File: config.mk
export PLATFORM = sky130hd
export DESIGN_NAME = sign_extender_flat
export DESIGN_NICKNAME = d
export VERILOG_FILES = /design/src/rtl/sign_extender_pkg.sv /design/src/rtl/sign_extender_if.sv /design/src/rtl/sign_extender.sv /design/src/flat_wrapper.sv
export SDC_FILE = /design/constraint.sdc
export NUM_CORES = 1
export LEC_CHECK = 0
export BUFFER_PORTS_ARGS = -buffer_cell sky130_fd_sc_hd__buf_2
export CORE_AREA = 8 8 45 47
export CTS_CLUSTER_SIZE = 16
export DETAILED_ROUTE_END_ITERATION = 10
export DIE_AREA = 0 0 53 55
export PLACE_DENSITY = 0.49
export REMOVE_ABC_BUFFERS = 1
export SETUP_SLACK_MARGIN = 0.02
export SYNTH_ARGS = -nofsm -noshare
export SYNTH_HDL_FRONTEND = slang
export SYNTH_SLANG_ARGS = --single-unit
File: constraint.sdc
create_clock -name sysclk -period 1.84 [get_ports sysclk]
set_input_delay 0.368 -clock sysclk [delete_from_list [all_inputs] [get_ports sysclk]]
set_output_delay 0.368 -clock sysclk [all_outputs]
set_load 0.02 [all_outputs]
File: src/rtl/sign_extender_pkg.sv
// Shared widths and the reference extend function for the sign/zero extender.
// sext() is the one definition of the extend rule, used by the RTL.
package sign_extender_pkg;

    localparam int unsigned SE_IN_W_DEF  = 3;
    localparam int unsigned SE_OUT_W_DEF = 8;
    localparam int unsigned SE_MAX_W     = 64;
    localparam int unsigned SE_IDX_W     = $clog2(SE_MAX_W);

    typedef logic [SE_MAX_W-1:0] se_word_t;
    typedef logic [SE_IDX_W-1:0] se_idx_t;

    // Bits below in_w pass through; bits at and above in_w replicate the field MSB
    // when msb_en is set and are zero otherwise. in_w must be >= 1.
    function automatic se_word_t sext(input se_word_t value,
                                      input int unsigned in_w,
                                      input logic msb_en);
        se_word_t r;
        logic     fill;
        fill = msb_en & value[SE_IDX_W'(in_w - 1)];
        r    = '0;
        for (int unsigned i = 0; i < SE_MAX_W; i++) begin
            r[SE_IDX_W'(i)] = (i < in_w) ? value[SE_IDX_W'(i)] : fill;
        end
        return r;
    endfunction

endpackage

File: src/rtl/sign_extender_if.sv
// Field-in / extended-result-out bundle of the sign extender.
interface sign_extender_if
    import sign_extender_pkg::*;
#(
    parameter int unsigned IN_W  = SE_IN_W_DEF,
    parameter int unsigned OUT_W = SE_OUT_W_DEF
);

    logic [IN_W-1:0]  aux;
    logic             zext;
    logic             in_valid;
    logic [OUT_W-1:0] signextended;
    logic             out_valid;
    logic             is_neg;

    modport master (
        output aux,
        output zext,
        output in_valid,
        input  signextended,
        input  out_valid,
        input  is_neg
    );

    modport slave (
        input  aux,
        input  zext,
        input  in_valid,
        output signextended,
        output out_valid,
        output is_neg
    );

endinterface

File: src/rtl/sign_extender.sv
// Registered sign/zero extender: widens an IN_W-bit field to OUT_W bits with
// one cycle of latency and a one-cycle valid pulse per captured input.
module sign_extender
    import sign_extender_pkg::*;
#(
    parameter int unsigned IN_W  = SE_IN_W_DEF,
    parameter int unsigned OUT_W = SE_OUT_W_DEF
) (
    input  logic           sysclk,
    input  logic           rst_n,
    sign_extender_if.slave bus
);

    if (IN_W < 1 || OUT_W < IN_W || OUT_W > SE_MAX_W) begin : g_bad_width
        $fatal(1, "sign_extender: need 1 <= IN_W <= OUT_W <= %0d", SE_MAX_W);
    end

    logic [OUT_W-1:0] w_ext;
    logic             w_is_neg;

    logic [OUT_W-1:0] r_signextended;
    logic             r_out_valid;
    logic             r_is_neg;

    // Going through sext() keeps OUT_W == IN_W free of zero-width replications.
    always_comb begin
        w_is_neg = bus.aux[IN_W-1] & ~bus.zext;
        w_ext    = OUT_W'(sext(SE_MAX_W'(bus.aux), IN_W, ~bus.zext));
    end

    always_ff @(posedge sysclk or negedge rst_n) begin
        if (!rst_n) begin
            r_signextended <= '0;
            r_out_valid    <= 1'b0;
            r_is_neg       <= 1'b0;
        end else begin
            r_out_valid <= bus.in_valid;
            if (bus.in_valid) begin
                r_signextended <= w_ext;
                r_is_neg       <= w_is_neg;
            end
        end
    end

    assign bus.signextended = r_signextended;
    assign bus.out_valid    = r_out_valid;
    assign bus.is_neg       = r_is_neg;

    a_in_valid_known: assert property (
        @(posedge sysclk) disable iff (!rst_n) !$isunknown(bus.in_valid)
    ) else $error("sign_extender: in_valid is X/Z");

endmodule

File: src/flat_wrapper.sv
// flat-port wrapper written by rule: the top's interface ports become plain ports
module sign_extender_flat import sign_extender_pkg::*;
#(
    parameter int unsigned IN_W  = SE_IN_W_DEF,
    parameter int unsigned OUT_W = SE_OUT_W_DEF
)
  (sysclk, rst_n, bus_aux, bus_zext, bus_in_valid, bus_signextended, bus_out_valid, bus_is_neg);
  sign_extender_if #(.IN_W(IN_W), .OUT_W(OUT_W)) bus_i ();
  input  logic sysclk;
  input  logic rst_n;
  input wire logic [$bits(bus_i.aux)-1:0] bus_aux;
  input wire logic [$bits(bus_i.zext)-1:0] bus_zext;
  input wire logic [$bits(bus_i.in_valid)-1:0] bus_in_valid;
  output wire logic [$bits(bus_i.signextended)-1:0] bus_signextended;
  output wire logic [$bits(bus_i.out_valid)-1:0] bus_out_valid;
  output wire logic [$bits(bus_i.is_neg)-1:0] bus_is_neg;
  assign bus_i.aux = bus_aux;
  assign bus_i.zext = bus_zext;
  assign bus_i.in_valid = bus_in_valid;
  assign bus_signextended = bus_i.signextended;
  assign bus_out_valid = bus_i.out_valid;
  assign bus_is_neg = bus_i.is_neg;
  sign_extender #(.IN_W(IN_W), .OUT_W(OUT_W)) u_core (.sysclk(sysclk), .rst_n(rst_n), .bus(bus_i));
endmodule
==> run metrics <==
Yosys top cell by area=dfrtp_1; clk_lat worst skew=0.23 ns; Worst path depth=1; crit path from=u_core.bus.is_neg; hold depth=1; Hold Vio Cnt, Final=0; post-route ant nets=0; Final min period=~1.2 ns; Psw=approximately 0.087 mW; Critical Path End Type=primary output; peak supply drop=roughly 0.17 mV; TritonCTS clock tree=built; relative slew slack=90.0%; CTS Sinks=5; sequential power share=39.9%; vias per cell=3.49; synth warn=0; GRT Util Overall=roughly 4.4%; Clock Power Share=approximately two fifths; Syn Area/Cell=approximately 12 um2; Hold Crit Class=in2reg; Clock Skew=0 ns; post-cts sizing count=0; fill cell count=155; post-synthesis mux area share=10.8%; ratio of cells with drive above 1 in the final layout=between 60% and 70%; R2R Setup Slk=~1.1 ns; commonest non-fill, non-tap cell in the layout=buf_2; WP buf/inv=1; r2r endpoint=u_core.bus.signextended[1]; die boundary width=approximately 53 um; routed wire length=539 um; placed cell areas=approximately 270 um2; Routed wire per std cell=between 10 and 15 um; top-area cell type share of the netlist area=60.2%; CP Data Required Time=1.47 ns; Logic pwr share=about a fifth; final period utilization=roughly two thirds; CORE AREA=between 1000 and 1500 um2; top post-synthesis cells by area=dfrtp_1 60%, buf_4 18%, mux2_2 11%, inv_1 3.6%, o22ai_1 3.0%; adder-cell share of the synthesized area=0%; delay-heaviest family, CP=flip-flops; Critical-path top delay cell=dfrtp_1; Setup Crit Path Kind=reg2out; number of global-route vias before repair=between 150 and 200; design area=307 um2; most frequent cells in the layout=16 x buf_2, 5 x dfrtp_1, 3 x clkbuf_4; Die Height=~55 um; switching power share of the total=~28%; leak pwr=between 0.15 and 0.2 nW; DRC errors left=0; via count=171; Layout area overhead=47.6%; first-pass GRT wire length=about 850 um; dpl ws=between 0.8 and 0.9 ns; f_max=0.839 GHz; Synth Register Bits=5; die area=about 2900 um2; crit path cell chain=buf_2; r2r worst-path depth=1; initial antenna violation count=0; Initial Utilization=approximately 15%; Final setup viols=0; complex-gate fraction of the synthesized area=5.42%; CTS max path bufs=2; register area share after synthesis=between 60 and 70%; Final WS setup=0.648 ns; Initial DRC Count=0; Inserted Diodes=0; Synth Cell Area=just over 200 um2; post-synthesis simple-gate area fraction=under 10%; Final Max Slew Viols=0; I/O pin total=17; drt first pass iters=1; CP peak stage delay=0.40 ns; Remaining Overflow, GRT=0; CTS buffer count=3; Slew @ Worst Pin=~0.15 ns; CP endpoint=bus_signextended[4]; max cap viols=0; largest family of logic cells by synthesized area=buffers and inverters; final net count=41; crit path launch type=flop; Reg clk slew, reported paths=0.05 ns; CTS root buffer=clkbuf_4; CP Max Fanout=7; Critical R2R Launch=u_core.bus.signextended[1]; Synth Area in XOR/XNOR=0%; port bufs=16; crit path DAT=0.82 ns; Synth cell types=7; largest net degree at the start of global routing=8; unrepaired setup endpoints after global routing=no; PwrDens=1020 nW/um2; Max H-tree Level=1; Cells after Synth=17; Setup TNS=0 ns; row cnt=14; Internal=around 0.23 mW; Final Wtd Congestion=0.715; run status=finished, final reports clean
## stage by stage
stage | hold slack (ns) | std cells | utilization (%) | total power [mW]
3_3_place_gp | 0.187 | 44 | 19.5 | 0.189
4_1_cts | 0.302 | 49 | 22.2 | 0.319
6_report | 0.311 | 49 | 22.2 | 0.312
3_5_place_dp | 0.188 | 44 | 19.5 | 0.189
5_1_grt | 0.309 | 49 | 22.2 | 0.330
2_1_floorplan | 0.0724 | 12 | - | 0.159
## area by class of cell
| class | count | area [um2] | share of cell area, % |
|---|---|---|---|
| clock buffer | 4 | 26.3 | 8.57 |
| inverter | 2 | 7.51 | 2.45 |
| multi-input combinational | 5 | 37.5 | 12.2 |
| sequential | 5 | 125 | 40.8 |
| tap | 16 | 20.0 | 6.53 |
| timing repair buffer | 17 | 90.1 | 29.4 |
## layer usage
| metal | vias up | track usage [%] | part of all wire (%) |
|---|---|---|---|
| met5 | - | 0 | 0 |
| met4 | 0 | 5.17 | 0 |
| met3 | 0 | 5.35 | 37 |
| met2 | 17 | 4.49 | 27 |
| met1 | 73 | 3.85 | 36 |
| li1 | 81 | - | - |
## logic make-up after synthesis
group / Yosys count
simple gates: 1
compound gates: 2
flops: 5
buf+inv: 7
mux: 2
## how the worst min path moves through the flow
stage / start / end / slack [ns]
2_1_floorplan: rst_n / u_core.bus.is_neg / 0.07
3_3_place_gp: rst_n / u_core.bus.out_valid / 0.19
3_5_place_dp: rst_n / u_core.bus.out_valid / 0.19
4_1_cts: bus_in_valid / u_core.bus.out_valid / 0.30
5_1_grt: bus_in_valid / u_core.bus.out_valid / 0.31
6_report: bus_in_valid / u_core.bus.out_valid / 0.31
## power groups by stage
stage | Clock (mW) | Combinational (mW) | Sequential [mW]
2_1_floorplan | 0 | 0.00818 | 0.150
3_3_place_gp | 0 | 0.0617 | 0.127
3_5_place_dp | 0 | 0.0620 | 0.127
4_1_cts | 0.130 | 0.0639 | 0.125
5_1_grt | 0.136 | 0.0683 | 0.126
6_report | 0.125 | 0.0628 | 0.125
## registers in the layout (all words and copies together), names as in the netlist
register / cells
u_core.bus.signextended: 3
u_core.bus.is_neg: 1
u_core.bus.out_valid: 1
## Yosys cell counts
library cell  number
buf_4              5
dfrtp_1            5
inv_1              2
mux2_2             2
nand2_1            1
o21ai_0            1
o22ai_1            1
## repair_timing
item / CTS / global route
hold buffers: 1 / 0
buffers inserted: 0 / 0
hold endpoints to repair: 5 / 0
Note: power is estimated with default switching activity, not from simulation.
